==> config.mk <==
export PLATFORM = sky130hd
export DESIGN_NAME = lsu_mem_arbiter_flat
export DESIGN_NICKNAME = d
export VERILOG_FILES = /design/src/rtl/lsu_mem_arbiter_if.sv /design/src/rtl/lsu_mem_arbiter.sv /design/src/flat_wrapper.sv
export SDC_FILE = /design/constraint.sdc
export NUM_CORES = 1
export LEC_CHECK = 0
export ABC_AREA = 1
export BUFFER_PORTS_ARGS = -buffer_cell sky130_fd_sc_hd__buf_2
export CAP_MARGIN = 10
export CORE_MARGIN = 4
export CORE_UTILIZATION = 35
export DETAILED_ROUTE_END_ITERATION = 10
export PLACE_DENSITY = 0.67
export SKIP_CTS_REPAIR_TIMING = 1
export SLEW_MARGIN = 20
export SYNTH_ARGS = -nofsm -noshare
export SYNTH_HDL_FRONTEND = slang
export SYNTH_SLANG_ARGS = --single-unit
==> constraint.sdc <==
create_clock -name clk -period 3.66 [get_ports clk]
set_input_delay 0.732 -clock clk [delete_from_list [all_inputs] [get_ports clk]]
set_output_delay 0.732 -clock clk [all_outputs]
set_load 0.05 [all_outputs]
==> src/rtl/lsu_mem_arbiter_if.sv <==
// lsu_mem_arbiter_if
//   Bundles the load-queue, store-buffer and data_memory signals that meet at
//   the LSU memory arbiter.
//   master : arbiter side (accepts requests, issues responses, drives memory)
//   slave  : environment side (requesters and data_memory)
//   Signals:
//     ld_req_*   load request (valid/ready/addr/byte/tag)
//     ld_resp_*  load response pulse with data/tag/err
//     st_req_*   store request (valid/ready/addr/data/byte/tag)
//     st_done*   store completion pulse with tag/err
//     mem_*      data_memory read and write ports
interface lsu_mem_arbiter_if #(
  parameter int TAG_W = 4
);
  logic             ld_req_valid;
  logic             ld_req_ready;
  logic [31:0]      ld_req_addr;
  logic             ld_req_byte;
  logic [TAG_W-1:0] ld_req_tag;
  logic             ld_resp_valid;
  logic [31:0]      ld_resp_data;
  logic [TAG_W-1:0] ld_resp_tag;
  logic             ld_resp_err;

  logic             st_req_valid;
  logic             st_req_ready;
  logic [31:0]      st_req_addr;
  logic [31:0]      st_req_data;
  logic             st_req_byte;
  logic [TAG_W-1:0] st_req_tag;
  logic             st_done;
  logic [TAG_W-1:0] st_done_tag;
  logic             st_done_err;

  logic             mem_read_enable;
  logic [31:0]      mem_read_address;
  logic             mem_load_byte;
  logic             mem_write_enable;
  logic [31:0]      mem_write_address;
  logic [31:0]      mem_write_value;
  logic             mem_store_byte;
  logic [31:0]      mem_read_value;
  logic             mem_read_valid;
  logic             mem_write_valid;

  modport master (
    input  ld_req_valid, ld_req_addr, ld_req_byte, ld_req_tag,
    output ld_req_ready, ld_resp_valid, ld_resp_data, ld_resp_tag, ld_resp_err,
    input  st_req_valid, st_req_addr, st_req_data, st_req_byte, st_req_tag,
    output st_req_ready, st_done, st_done_tag, st_done_err,
    output mem_read_enable, mem_read_address, mem_load_byte,
    output mem_write_enable, mem_write_address, mem_write_value, mem_store_byte,
    input  mem_read_value, mem_read_valid, mem_write_valid
  );

  modport slave (
    output ld_req_valid, ld_req_addr, ld_req_byte, ld_req_tag,
    input  ld_req_ready, ld_resp_valid, ld_resp_data, ld_resp_tag, ld_resp_err,
    output st_req_valid, st_req_addr, st_req_data, st_req_byte, st_req_tag,
    input  st_req_ready, st_done, st_done_tag, st_done_err,
    input  mem_read_enable, mem_read_address, mem_load_byte,
    input  mem_write_enable, mem_write_address, mem_write_value, mem_store_byte,
    output mem_read_value, mem_read_valid, mem_write_valid
  );
endinterface

==> src/rtl/lsu_mem_arbiter.sv <==
// lsu_mem_arbiter
//   Round-robin arbiter between one load requester and one store requester in
//   front of data_memory, with a single request in flight. Misaligned or
//   out-of-range requests are answered with an error without touching memory;
//   a memory that never answers is cut off after TIMEOUT_CYCLES.
//   Ports:
//     clk      system clock, rising edge
//     reset_n  asynchronous active-low reset
//     bus      lsu_mem_arbiter_if.master (requests, responses, memory ports)
//
//   state   | meaning
//   IDLE    | ready for a new request, arbitration active
//   RD_WAIT | read enable held, waiting for mem_read_valid or timeout
//   WR_WAIT | write enable held, waiting for mem_write_valid or timeout
//   ERR_RSP | error response pulse for a rejected request
//   DONE    | response pulse, memory idle for one cycle
module lsu_mem_arbiter #(
  parameter int MEM_SIZE_BYTES = 32,
  parameter int TAG_W          = 4,
  parameter int TIMEOUT_CYCLES = 64
) (
  input logic               clk,
  input logic               reset_n,
  lsu_mem_arbiter_if.master bus
);
  localparam int TMR_W = (TIMEOUT_CYCLES > 1) ? $clog2(TIMEOUT_CYCLES) : 1;
  localparam logic [TMR_W-1:0] TMR_LOAD = TMR_W'(TIMEOUT_CYCLES - 1);

  typedef enum logic [2:0] {
    ST_IDLE, ST_RD_WAIT, ST_WR_WAIT, ST_ERR_RSP, ST_DONE
  } state_t;

  state_t           state_q, state_d;
  logic             rr_last_q, rr_last_d;  // 1 = store was granted last
  logic [TMR_W-1:0] timer_q, timer_d;
  logic             rd_en_q, rd_en_d;
  logic             wr_en_q, wr_en_d;
  logic [31:0]      addr_q, addr_d;
  logic [31:0]      wdata_q, wdata_d;
  logic             byte_q, byte_d;
  logic [TAG_W-1:0] tag_q, tag_d;
  logic             ld_resp_valid_q, ld_resp_valid_d;
  logic             st_done_q, st_done_d;
  logic             resp_err_q, resp_err_d;
  logic [31:0]      resp_data_q, resp_data_d;
  logic [TAG_W-1:0] resp_tag_q, resp_tag_d;

  logic             grant_ld, grant_st;
  logic [31:0]      req_addr;
  logic             req_byte;
  logic [TAG_W-1:0] req_tag;
  logic [32:0]      req_end;
  logic             req_bad;

  // Load wins a tie when the store went last, and vice versa.
  assign grant_ld = (state_q == ST_IDLE) & bus.ld_req_valid & (~bus.st_req_valid | rr_last_q);
  assign grant_st = (state_q == ST_IDLE) & bus.st_req_valid & (~bus.ld_req_valid | ~rr_last_q);

  assign req_addr = grant_st ? bus.st_req_addr : bus.ld_req_addr;
  assign req_byte = grant_st ? bus.st_req_byte : bus.ld_req_byte;
  assign req_tag  = grant_st ? bus.st_req_tag  : bus.ld_req_tag;
  // 33-bit end address so addresses near 2^32 cannot wrap into range.
  assign req_end  = {1'b0, req_addr} + (req_byte ? 33'd1 : 33'd4);
  assign req_bad  = (~req_byte & (req_addr[1:0] != 2'b00)) | (req_end > 33'(MEM_SIZE_BYTES));

  always_comb begin
    state_d         = state_q;
    rr_last_d       = rr_last_q;
    timer_d         = timer_q;
    rd_en_d         = rd_en_q;
    wr_en_d         = wr_en_q;
    addr_d          = addr_q;
    wdata_d         = wdata_q;
    byte_d          = byte_q;
    tag_d           = tag_q;
    ld_resp_valid_d = 1'b0;
    st_done_d       = 1'b0;
    resp_err_d      = resp_err_q;
    resp_data_d     = resp_data_q;
    resp_tag_d      = resp_tag_q;
    case (state_q)
      ST_IDLE: begin
        if (grant_ld | grant_st) begin
          rr_last_d = grant_st;
          if (req_bad) begin
            state_d         = ST_ERR_RSP;
            ld_resp_valid_d = grant_ld;
            st_done_d       = grant_st;
            resp_err_d      = 1'b1;
            resp_data_d     = 32'h0;
            resp_tag_d      = req_tag;
          end else begin
            addr_d  = req_addr;
            byte_d  = req_byte;
            tag_d   = req_tag;
            timer_d = TMR_LOAD;
            if (grant_st) begin
              wdata_d = bus.st_req_data;
              wr_en_d = 1'b1;
              state_d = ST_WR_WAIT;
            end else begin
              rd_en_d = 1'b1;
              state_d = ST_RD_WAIT;
            end
          end
        end
      end
      ST_RD_WAIT: begin
        if (bus.mem_read_valid) begin
          rd_en_d         = 1'b0;
          ld_resp_valid_d = 1'b1;
          resp_err_d      = 1'b0;
          resp_tag_d      = tag_q;
          resp_data_d     = byte_q ? {24'h0, bus.mem_read_value[7:0]} : bus.mem_read_value;
          state_d         = ST_DONE;
        end else if (timer_q == '0) begin
          rd_en_d         = 1'b0;
          ld_resp_valid_d = 1'b1;
          resp_err_d      = 1'b1;
          resp_tag_d      = tag_q;
          resp_data_d     = 32'h0;
          state_d         = ST_DONE;
        end else begin
          timer_d = timer_q - 1'b1;
        end
      end
      ST_WR_WAIT: begin
        if (bus.mem_write_valid || (timer_q == '0)) begin
          wr_en_d    = 1'b0;
          st_done_d  = 1'b1;
          resp_err_d = ~bus.mem_write_valid;
          resp_tag_d = tag_q;
          state_d    = ST_DONE;
        end else begin
          timer_d = timer_q - 1'b1;
        end
      end
      ST_ERR_RSP: state_d = ST_IDLE;
      ST_DONE:    state_d = ST_IDLE;
      default:    state_d = ST_IDLE;
    endcase
  end

  always_ff @(posedge clk or negedge reset_n) begin
    if (!reset_n) begin
      state_q         <= ST_IDLE;
      rr_last_q       <= 1'b1;
      timer_q         <= '0;
      rd_en_q         <= 1'b0;
      wr_en_q         <= 1'b0;
      addr_q          <= 32'h0;
      wdata_q         <= 32'h0;
      byte_q          <= 1'b0;
      tag_q           <= '0;
      ld_resp_valid_q <= 1'b0;
      st_done_q       <= 1'b0;
      resp_err_q      <= 1'b0;
      resp_data_q     <= 32'h0;
      resp_tag_q      <= '0;
    end else begin
      state_q         <= state_d;
      rr_last_q       <= rr_last_d;
      timer_q         <= timer_d;
      rd_en_q         <= rd_en_d;
      wr_en_q         <= wr_en_d;
      addr_q          <= addr_d;
      wdata_q         <= wdata_d;
      byte_q          <= byte_d;
      tag_q           <= tag_d;
      ld_resp_valid_q <= ld_resp_valid_d;
      st_done_q       <= st_done_d;
      resp_err_q      <= resp_err_d;
      resp_data_q     <= resp_data_d;
      resp_tag_q      <= resp_tag_d;
    end
  end

  assign bus.ld_req_ready      = grant_ld;
  assign bus.st_req_ready      = grant_st;
  assign bus.ld_resp_valid     = ld_resp_valid_q;
  assign bus.ld_resp_data      = resp_data_q;
  assign bus.ld_resp_tag       = resp_tag_q;
  assign bus.ld_resp_err       = ld_resp_valid_q & resp_err_q;
  assign bus.st_done           = st_done_q;
  assign bus.st_done_tag       = resp_tag_q;
  assign bus.st_done_err       = st_done_q & resp_err_q;
  assign bus.mem_read_enable   = rd_en_q;
  assign bus.mem_read_address  = addr_q;
  assign bus.mem_load_byte     = byte_q;
  assign bus.mem_write_enable  = wr_en_q;
  assign bus.mem_write_address = addr_q;
  assign bus.mem_write_value   = wdata_q;
  assign bus.mem_store_byte    = byte_q;
endmodule

==> src/flat_wrapper.sv <==
// flat-port wrapper written by rule: the top's interface ports become plain ports
module lsu_mem_arbiter_flat 
#(
  parameter int MEM_SIZE_BYTES = 32,
  parameter int TAG_W          = 4,
  parameter int TIMEOUT_CYCLES = 64
)
  (clk, reset_n, bus_ld_req_valid, bus_ld_req_addr, bus_ld_req_byte, bus_ld_req_tag, bus_ld_req_ready, bus_ld_resp_valid, bus_ld_resp_data, bus_ld_resp_tag, bus_ld_resp_err, bus_st_req_valid, bus_st_req_addr, bus_st_req_data, bus_st_req_byte, bus_st_req_tag, bus_st_req_ready, bus_st_done, bus_st_done_tag, bus_st_done_err, bus_mem_read_enable, bus_mem_read_address, bus_mem_load_byte, bus_mem_write_enable, bus_mem_write_address, bus_mem_write_value, bus_mem_store_byte, bus_mem_read_value, bus_mem_read_valid, bus_mem_write_valid);
  lsu_mem_arbiter_if #(.TAG_W(TAG_W)) bus_i ();
  input logic clk;
  input logic reset_n;
  input wire logic [$bits(bus_i.ld_req_valid)-1:0] bus_ld_req_valid;
  input wire logic [$bits(bus_i.ld_req_addr)-1:0] bus_ld_req_addr;
  input wire logic [$bits(bus_i.ld_req_byte)-1:0] bus_ld_req_byte;
  input wire logic [$bits(bus_i.ld_req_tag)-1:0] bus_ld_req_tag;
  output wire logic [$bits(bus_i.ld_req_ready)-1:0] bus_ld_req_ready;
  output wire logic [$bits(bus_i.ld_resp_valid)-1:0] bus_ld_resp_valid;
  output wire logic [$bits(bus_i.ld_resp_data)-1:0] bus_ld_resp_data;
  output wire logic [$bits(bus_i.ld_resp_tag)-1:0] bus_ld_resp_tag;
  output wire logic [$bits(bus_i.ld_resp_err)-1:0] bus_ld_resp_err;
  input wire logic [$bits(bus_i.st_req_valid)-1:0] bus_st_req_valid;
  input wire logic [$bits(bus_i.st_req_addr)-1:0] bus_st_req_addr;
  input wire logic [$bits(bus_i.st_req_data)-1:0] bus_st_req_data;
  input wire logic [$bits(bus_i.st_req_byte)-1:0] bus_st_req_byte;
  input wire logic [$bits(bus_i.st_req_tag)-1:0] bus_st_req_tag;
  output wire logic [$bits(bus_i.st_req_ready)-1:0] bus_st_req_ready;
  output wire logic [$bits(bus_i.st_done)-1:0] bus_st_done;
  output wire logic [$bits(bus_i.st_done_tag)-1:0] bus_st_done_tag;
  output wire logic [$bits(bus_i.st_done_err)-1:0] bus_st_done_err;
  output wire logic [$bits(bus_i.mem_read_enable)-1:0] bus_mem_read_enable;
  output wire logic [$bits(bus_i.mem_read_address)-1:0] bus_mem_read_address;
  output wire logic [$bits(bus_i.mem_load_byte)-1:0] bus_mem_load_byte;
  output wire logic [$bits(bus_i.mem_write_enable)-1:0] bus_mem_write_enable;
  output wire logic [$bits(bus_i.mem_write_address)-1:0] bus_mem_write_address;
  output wire logic [$bits(bus_i.mem_write_value)-1:0] bus_mem_write_value;
  output wire logic [$bits(bus_i.mem_store_byte)-1:0] bus_mem_store_byte;
  input wire logic [$bits(bus_i.mem_read_value)-1:0] bus_mem_read_value;
  input wire logic [$bits(bus_i.mem_read_valid)-1:0] bus_mem_read_valid;
  input wire logic [$bits(bus_i.mem_write_valid)-1:0] bus_mem_write_valid;
  assign bus_i.ld_req_valid = bus_ld_req_valid;
  assign bus_i.ld_req_addr = bus_ld_req_addr;
  assign bus_i.ld_req_byte = bus_ld_req_byte;
  assign bus_i.ld_req_tag = bus_ld_req_tag;
  assign bus_ld_req_ready = bus_i.ld_req_ready;
  assign bus_ld_resp_valid = bus_i.ld_resp_valid;
  assign bus_ld_resp_data = bus_i.ld_resp_data;
  assign bus_ld_resp_tag = bus_i.ld_resp_tag;
  assign bus_ld_resp_err = bus_i.ld_resp_err;
  assign bus_i.st_req_valid = bus_st_req_valid;
  assign bus_i.st_req_addr = bus_st_req_addr;
  assign bus_i.st_req_data = bus_st_req_data;
  assign bus_i.st_req_byte = bus_st_req_byte;
  assign bus_i.st_req_tag = bus_st_req_tag;
  assign bus_st_req_ready = bus_i.st_req_ready;
  assign bus_st_done = bus_i.st_done;
  assign bus_st_done_tag = bus_i.st_done_tag;
  assign bus_st_done_err = bus_i.st_done_err;
  assign bus_mem_read_enable = bus_i.mem_read_enable;
  assign bus_mem_read_address = bus_i.mem_read_address;
  assign bus_mem_load_byte = bus_i.mem_load_byte;
  assign bus_mem_write_enable = bus_i.mem_write_enable;
  assign bus_mem_write_address = bus_i.mem_write_address;
  assign bus_mem_write_value = bus_i.mem_write_value;
  assign bus_mem_store_byte = bus_i.mem_store_byte;
  assign bus_i.mem_read_value = bus_mem_read_value;
  assign bus_i.mem_read_valid = bus_mem_read_valid;
  assign bus_i.mem_write_valid = bus_mem_write_valid;
  lsu_mem_arbiter #(.MEM_SIZE_BYTES(MEM_SIZE_BYTES), .TAG_W(TAG_W), .TIMEOUT_CYCLES(TIMEOUT_CYCLES)) u_core (.clk(clk), .reset_n(reset_n), .bus(bus_i));
endmodule
==> results_dict.tcl, run 1 <==
set metrics [dict create \
    synth_area_leaders "dfrtp_1 (43%), nand2_1 (22%), nand3_1 (6.2%), buf_4 (4.7%), inv_1 (4.0%)" \
    syn_area_sq_um 6970 \
    drive_gt1_share_pct 34.6 \
    fin_setup_tns_ns 0 \
    drv_cap 0 \
    relSlewSlack_pct 51.7 \
    timing.final.crit_share_pct 90.6 \
    numCtsBuffers 17 \
    place_congestion 0.967 \
    fmax_mhz 301 \
    vias 7014 \
    n_antenna_cell 0 \
    die_width_um 149 \
    die_y_um 149 \
    synth.distinct_cells 37 \
    cts_buffer_depth 2 \
    worstSkewPairLatency_ns 0.41 \
    min_period_ns 3.32 \
    crit_chain "nor2_2 > nand2_2 > nor2_4 > buf_4 > nand2_1 > nand2_1 > ha_1 > inv_1 > nand2_2 > nand3_2 > nor2_2 > nand2_1 > nand2_1 > nand2_1 > nor2_1 > nand3_1 > nor2_2 > nand2_1 > clkinv_2 > nand2_2 > buf_4 > nand2_1 > o21ai_0" \
    synth_top_cell_by_area "dfrtp_1" \
    drt_first_pass_iters 5 \
    cts_root_buf "clkbuf_16" \
    ant_nets 0 \
    track_usage_pct 18.3 \
    ys_seq_area_share_pct 43.1 \
    clock_sinks 120 \
    drv_slew 0 \
    die-area_sq_um 22200 \
    p_leak_nw 5.70 \
    vias_per_cell 4.51 \
    io_buffer_count 289 \
    max_stage_delay_ns 0.41 \
    synthCells 988 \
    min_path_type "in -> async" \
    final_cell_mix "nand2_1 (404), buf_2 (288), dfrtp_1 (119)" \
    crit_path_start_kind "flop" \
    grt_max_degree 68 \
    synth_top_area_share_pct 42.7 \
    finalHoldViolations 0 \
    rows 51 \
    nNetsFinal 1425 \
    start_util_pct 35.7 \
    antenna_found_initial 1 \
    initialDrtViolationCount 291 \
    ioPinCount 290 \
    arrival_ns 3.59 \
    crit_top_cell "nand2_1" \
    drt-total-wl_mm 20.9 \
    syn_nets 1135 \
    cp_slowest_cell "dfrtp_1" \
    nFillCells 1991 \
    syn2layout_area_growth_pct 34.8 \
    status "completed" \
    globalRouteOverflowTotal 0 \
    grt_first_pass_wirelength_mm 32.8 \
    worst_pin_slew_ns 0.724 \
    ys_ff_latch 120 \
    ys_warn_count 0 \
    worstSetupPathType "reg -> reg" \
    setup_violations 0 \
    clkSlewWorstSetupHoldPaths_ns 0.06 \
    first_global_vias 6606 \
    cts_max_level 4 \
    synth_edf_count 0 \
    core_sq_um 19500 \
    cp.required_ns 3.93 \
    hpwlAfterDp_mm 16.5 \
    cts_tree "built" \
    fin_hold_ws_ns 0.373 \
    p_per_area_nw_per_um2 668 \
    layout.cells.most_common "nand2_1" \
    ir_worst_vdd_v 0.000337 \
    critPathCaptureType "flop" \
    drc 0 \
    ys.flop_type "dfrtp_1" \
    critPathMaxFanout 20 \
    syn_avg_cell_area_sq_um 7.06 \
    synth-async-reset-ratio_pct 100 \
    fin_skew_ns 0.0169 \
    wl_per_cell_um 13.4 \
]
==> flip-flops by register name, summed over array words and instances (netlist names) <==
signal                       cells
u_core.bus.ld_resp_tag           4
u_core.bus.mem_load_byte         1
u_core.state_q                   3
u_core.bus.st_done               1
u_core.bus.mem_write_value      32
u_core.bus.mem_read_enable       1
u_core.timer_q                   6
u_core.tag_q                     4
u_core.bus.ld_resp_data         32
u_core.bus.mem_write_enable      1
u_core.bus.mem_read_address     32
u_core.rr_last_q                 1
u_core.resp_err_q                1
u_core.bus.ld_resp_valid         1
==> cell type report <==
type,count,area [sq um],area share (%)
multi-input cells,690,3110,33.1
well taps,265,332,3.53
clock inverters,15,191,2.04
clock buffers,17,425,4.53
inverters,108,407,4.33
flip-flops and latches,120,3000,32.0
repair buffers,341,1930,20.5
==> per-layer routing <==
metal / part of all wire (%) / track usage, %
met1: 42 / 22.8
met2: 50 / 32.8
met3: 6.1 / 2.80
met4: 1.2 / 5.26
met5: 0.062 / 0
==> path summary, 6_finish.rpt <==
path / start / depth (start not counted) / endpoint / slack, ns
min in group clk: u_core.bus.ld_resp_data[16] / 2 / u_core.bus.ld_resp_data[16] / 0.46
max in group asynchronous: reset_n / 2 / u_core.rr_last_q / 2.42
max: u_core.state_q[1] / 23 / u_core.tag_q[3] / 0.34
max reg2reg: u_core.state_q[1] / 23 / u_core.tag_q[3] / 0.34
min: reset_n / 1 / u_core.bus.ld_resp_data[2] / 0.37
min reg2reg: u_core.bus.ld_resp_data[16] / 2 / u_core.bus.ld_resp_data[16] / 0.46
==> synth_stat cells (2+ instances only) <==
cell and count:
nand2_1 405, buf_4 44, buf_6 6, dfrtp_1 119
nand3b_1 7, o21ai_2 6, buf_2 9, xnor2_1 3
ha_1 3, nor2_2 12, nand2_2 7, o21bai_1 5
nor2_4 4, xor2_1 4, nand3_1 86, clkbuf_1 10
mux2i_1 4, nand4_1 17, inv_1 75, nor3_1 3
nor2_1 68, o21ai_1 16, inv_2 32, a21oi_1 5
nand3_2 2, o21ai_0 25
==> metrics by stage <==
stage | total power, mW | std cells | cell area [sq um] | setup WS (ns) | utilization [%]
6_report | 6.28 | 1556 | 9400 | 0.343 | 48.1
5_1_grt | 6.69 | 1556 | 9400 | -0.00474 | 48.1
4_1_cts | 6.31 | 1553 | 9350 | 0.261 | 47.9
3_5_place_dp | 4.56 | 1521 | 8730 | -0.0758 | 44.7
3_3_place_gp | 4.52 | 1521 | 8730 | -0.0531 | 44.7
2_1_floorplan | 3.76 | 988 | 6970 | 0.394 | -
==> where the power goes <==
part	leakage (nW)	total, mW	internal (mW)	switching (mW)
logic	3.77	2.82	0.816	2.00
clock network	0.297	1.73	1.09	0.644
registers	1.63	1.73	1.58	0.153
==> worst max-delay path, delay by kind of cell (launching register included) <==
kind,cells,cell delay [ns]
AO/OA/AOI/OAI,1,0.08
buffers and inverters,4,0.49
AND/OR/NAND/NOR,17,2.01
flip-flops,1,0.41
adder cells (fa/ha/maj),1,0.20
==> cell families after synthesis <==
kind of cell | synth area share, %
flops | 43.1
mux | 0.574
xor+xnor | 0.879
buf+inv | 12.8
fa+ha+maj | 0.538
compound gates | 5.01
simple gates | 37.2
(Power assumes the default switching activity.)
==> run 2, diff against run 1 <==
Settings changed: BUFFER_PORTS_ARGS -buffer_cell sky130_fd_sc_hd__buf_2 to -buffer_cell sky130_fd_sc_hd__clkbuf_2.
==> results_dict.tcl, run 2 (synthesis results as in run 1) <==
set metrics [dict create \
    setup_violations 0 \
    grt_first_pass_wirelength_mm 33.0 \
    worstSetupPathType "reg -> reg" \
    arrival_ns 3.63 \
    top_usage_layer "met2" \
    numCtsBuffers 17 \
    drt_first_pass_iters 5 \
    place_congestion 0.915 \
    drt-total-wl_mm 21.3 \
    cp.required_ns 3.93 \
    core_sq_um 19500 \
    vias 7038 \
    crit_path_start_kind "flop" \
    die_y_um 149 \
    fmax_mhz 298 \
    worst_slack_ns 0.307 \
    status "completed" \
    start_util_pct 35.7 \
    nNetsFinal 1425 \
    ant_nets 0 \
    globalRouteOverflowTotal 0 \
    hpwlAfterDp_mm 16.6 \
    ir_worst_vdd_v 0.000343 \
    first_global_vias 6555 \
    use_met1_pct 22.7 \
    rows 51 \
    hold_depth 2 \
    utilization_pct 48.4 \
    track_usage_pct 18.4 \
    clock_sinks 120 \
    n_antenna_cell 0 \
    syn2layout_area_growth_pct 35.5 \
    fin_setup_tns_ns 0 \
    p_leak_nw 5.62 \
    post-place-ws_ns -0.123 \
    final_cell_mix "nand2_1 (403), clkbuf_2 (288), dfrtp_1 (119)" \
    antenna_found_initial 1 \
    drv_slew 0 \
    initialDrtViolationCount 327 \
    timing.final.crit_share_pct 91.6 \
    finalHoldViolations 0 \
    cts_max_level 4 \
    use_met3_pct 3.16 \
    cts_buffer_depth 2 \
    clkSlewWorstSetupHoldPaths_ns 0.06 \
    drc 0 \
    drv_cap 0 \
    worst_pin_slew_ns 0.959 \
    min_path_type "reg -> reg" \
    die_width_um 149 \
    io_buffer_count 289 \
    wl_per_cell_um 13.7 \
    vias_per_cell 4.52 \
    layout.cells.most_common "nand2_1" \
    grt_max_degree 74 \
    rr_worst_depth 24 \
    worstSkewPairLatency_ns 0.41 \
    ioPinCount 290 \
    cts_tree "built" \
    min_period_ns 3.35 \
    p_per_area_nw_per_um2 665 \
    die-area_sq_um 22200 \
    grt_util_met2_pct 33.2 \
    cts_root_buf "clkbuf_16" \
    fin_skew_ns 0.0134 \
    critPathMaxFanout 20 \
    power.total_mw 6.29 \
    drive_gt1_share_pct 34.9 \
    critPathCaptureType "flop" \
    relSlewSlack_pct 36.1 \
]
==> run 2: path summary, 6_finish.rpt <==
check | from | end | slack [ns]
worst min-delay path | u_core.bus.ld_resp_data[16] | u_core.bus.ld_resp_data[16] | 0.47
worst min register to register | u_core.bus.ld_resp_data[16] | u_core.bus.ld_resp_data[16] | 0.47
min in group asynchronous | reset_n | u_core.bus.ld_resp_data[2] | 0.48
max in group asynchronous | reset_n | u_core.bus.mem_write_value[30] | 2.30
worst max-delay path | u_core.state_q[1] | u_core.tag_q[1] | 0.31
worst max register to register | u_core.state_q[1] | u_core.tag_q[1] | 0.31
==> run 2: through the flow <==
stage | std cells | hold slack (ns) | cell area (sq um)
after CTS | 1551 | 0.471 | 9320
after global routing | 1556 | 0.484 | 9450
after floorplan | 988 | 0.436 | 6970
final | 1556 | 0.467 | 9450
after detailed placement | 1519 | 0.457 | 8710
after global placement | 1519 | 0.453 | 8710
==> run 2: cell type report <==
class                      instances  area (sq um)
clock inverter                    13           156
clock buffer                      19           453
sequential                       120          3000
tap                              265           332
fill                            1950         10100
multi-input combinational        690          3150
timing repair buffer             341          1950
inverter                         108           407
==> run 2: power by group <==
group | total, mW | internal [mW] | switching (mW)
Clock | 1.71 | 1.06 | 0.647
Sequential | 1.74 | 1.58 | 0.161
Combinational | 2.84 | 0.824 | 2.01
==> run 2: worst max-delay path, cell delays in order, from the launching register on <==
cell	delay, ns
dfrtp_1	0.41
nor2_2	0.15
nand2_2	0.12
nor2_4	0.23
buf_4	0.15
buf_4	0.10
nand2_1	0.04
nand2_1	0.08
buf_4	0.15
nand2_2	0.12
nand2_4	0.13
nand2_1	0.10
nor2_1	0.13
buf_4	0.14
xnor2_1	0.11
nand2_1	0.07
nor2_1	0.12
nand2_1	0.08
nor2_2	0.16
nand2_1	0.10
clkinv_2	0.08
nand2_2	0.07
buf_4	0.21
nand2_1	0.07
o21ai_0	0.09
==> run 2: layer usage <==
layer	up-vias	share of wire, %
li1	3611	-
met1	3182	42
met2	228	50
met3	15	6.4
met4	2	1.0
met5	-	0.061
==> run 3, diff against run 2 <==
==> constraint.sdc (replaced) <==
create_clock -name clk -period 3.66 [get_ports clk]
set_input_delay 0.549 -clock clk [delete_from_list [all_inputs] [get_ports clk]]
set_output_delay 0.549 -clock clk [all_outputs]
set_load 0.05 [all_outputs]
==> results_dict.tcl, run 3 (synthesis results as in run 1) <==
set metrics [dict create \
    worst_slack_ns 0.357 \
    die_y_um 149 \
    clock_sinks 120 \
    cp.required_ns 4.00 \
    final_cell_mix "nand2_1 (402), clkbuf_2 (288), dfrtp_1 (119)" \
    drv_cap 0 \
    antenna_found_initial 0 \
    use_met3_pct 3.62 \
    drc 0 \
    drt-total-wl_mm 21.2 \
    multiInputGateArea_sq_um 3160 \
    post-place-ws_ns 0.0366 \
    ff_latch_area_sq_um 3000 \
    use_met1_pct 23.5 \
    regToRegEndpoint "u_core.bus.ld_resp_data[26]" \
    drv_slew 0 \
    reg2reg_slack_ns 0.36 \
    min_period_ns 3.30 \
    nFillCells 1997 \
    start_util_pct 35.7 \
    wl_per_cell_um 13.8 \
    finalHoldViolations 0 \
    rr_worst_depth 22 \
    p_per_area_nw_per_um2 675 \
    layout.cells.most_common "nand2_1" \
    place_area_sq_um 8530 \
    first_global_vias 6488 \
    worstSkewPairLatency_ns 0.41 \
    nNetsFinal 1403 \
    fin_skew_ns 0.0116 \
    status "completed" \
    cts_tree "built" \
    fin_setup_tns_ns 0 \
    ir_worst_vdd_v 0.000368 \
    vias_per_cell 4.52 \
    min_path_type "in -> async" \
    critPathCaptureType "flop" \
    grt_first_pass_wirelength_mm 33.2 \
    numCtsBuffers 17 \
    cts_buffer_depth 2 \
    fin_hold_ws_ns 0.251 \
    dp_cells 1495 \
    arrival_ns 3.64 \
    syn2layout_area_growth_pct 33.4 \
    cts_max_level 4 \
    initialDrtViolationCount 328 \
    rows 51 \
    grt_max_degree 67 \
    drt_first_pass_iters 6 \
    critPathMaxFanout 23 \
    cp-startpoint "u_core.rr_last_q" \
    relSlewSlack_pct 42.6 \
    track_usage_pct 18.5 \
    rr_startpoint "u_core.rr_last_q" \
    utilization_pct 47.6 \
    top_usage_layer "met2" \
    clkSlewWorstSetupHoldPaths_ns 0.06 \
    hpwlAfterDp_mm 16.4 \
    die_width_um 149 \
    power.total_mw 6.27 \
    crit_path_start_kind "flop" \
    n_antenna_cell 0 \
    core_sq_um 19500 \
    drive_gt1_share_pct 33.7 \
    setup_violations 0 \
    place_congestion 0.925 \
    worst_pin_slew_ns 0.862 \
    die-area_sq_um 22200 \
    p_leak_nw 5.53 \
    fmax_mhz 303 \
    final_cells 1534 \
    final_cell_area_sq_um 9300 \
    ant_nets 0 \
    ioPinCount 290 \
    timing.final.crit_share_pct 90.3 \
    globalRouteOverflowTotal 0 \
    grt_util_met2_pct 32.7 \
    cts_root_buf "clkbuf_16" \
    worstSetupPathType "reg -> reg" \
    vias 6932 \
    io_buffer_count 289 \
]
run 3: final cells by class:
cell class                      count  area share [%]
Clock buffer                       19            4.87
Sequential cell                   120            32.3
Timing Repair Buffer              318            19.2
Multi-Input combinational cell    691            34.0
Inverter                          108            4.37
Tap cell                          265            3.56
Clock inverter                     13            1.69
run 3: critical path, cell delays in order, from the launching register on:
cell and delay, ns:
dfstp_2 0.53, nand2_1 0.06, nand2_2 0.10, nor2_4 0.07, buf_4 0.15, clkbuf_16 0.18, o21ai_1 0.28, nand2_1 0.14
nor2_1 0.21, nand2_1 0.07, nor2_1 0.18, nand2_1 0.08, nand2_1 0.06, nand2_1 0.04, a21oi_1 0.14, nand2_1 0.10
nor2_2 0.16, buf_4 0.14, nand3_2 0.11, nand2_2 0.14, clkbuf_16 0.19, nand2_1 0.05, nand2_1 0.05
run 3: how the worst max path moves through the flow:
stage	end	slack [ns]	cells after the start
after floorplan	u_core.bus.mem_read_address[1]	0.58	28
after global placement	u_core.bus.ld_resp_data[18]	0.12	23
after detailed placement	u_core.tag_q[3]	0.04	23
after CTS	u_core.tag_q[3]	0.18	22
after global routing	u_core.tag_q[1]	-0.02	24
final	u_core.bus.ld_resp_data[26]	0.36	22
run 3: metal layers:
metal	vias to the layer above	routed length, um
met5	-	0
met2	230	10600
met3	11	1390
li1	3563	-
met4	0	198
met1	3128	8980
run 3: where the power goes:
part	total, mW	internal [mW]	switching, mW
sequential	1.75	1.58	0.165
clock	1.71	1.06	0.650
combinational	2.82	0.794	2.02
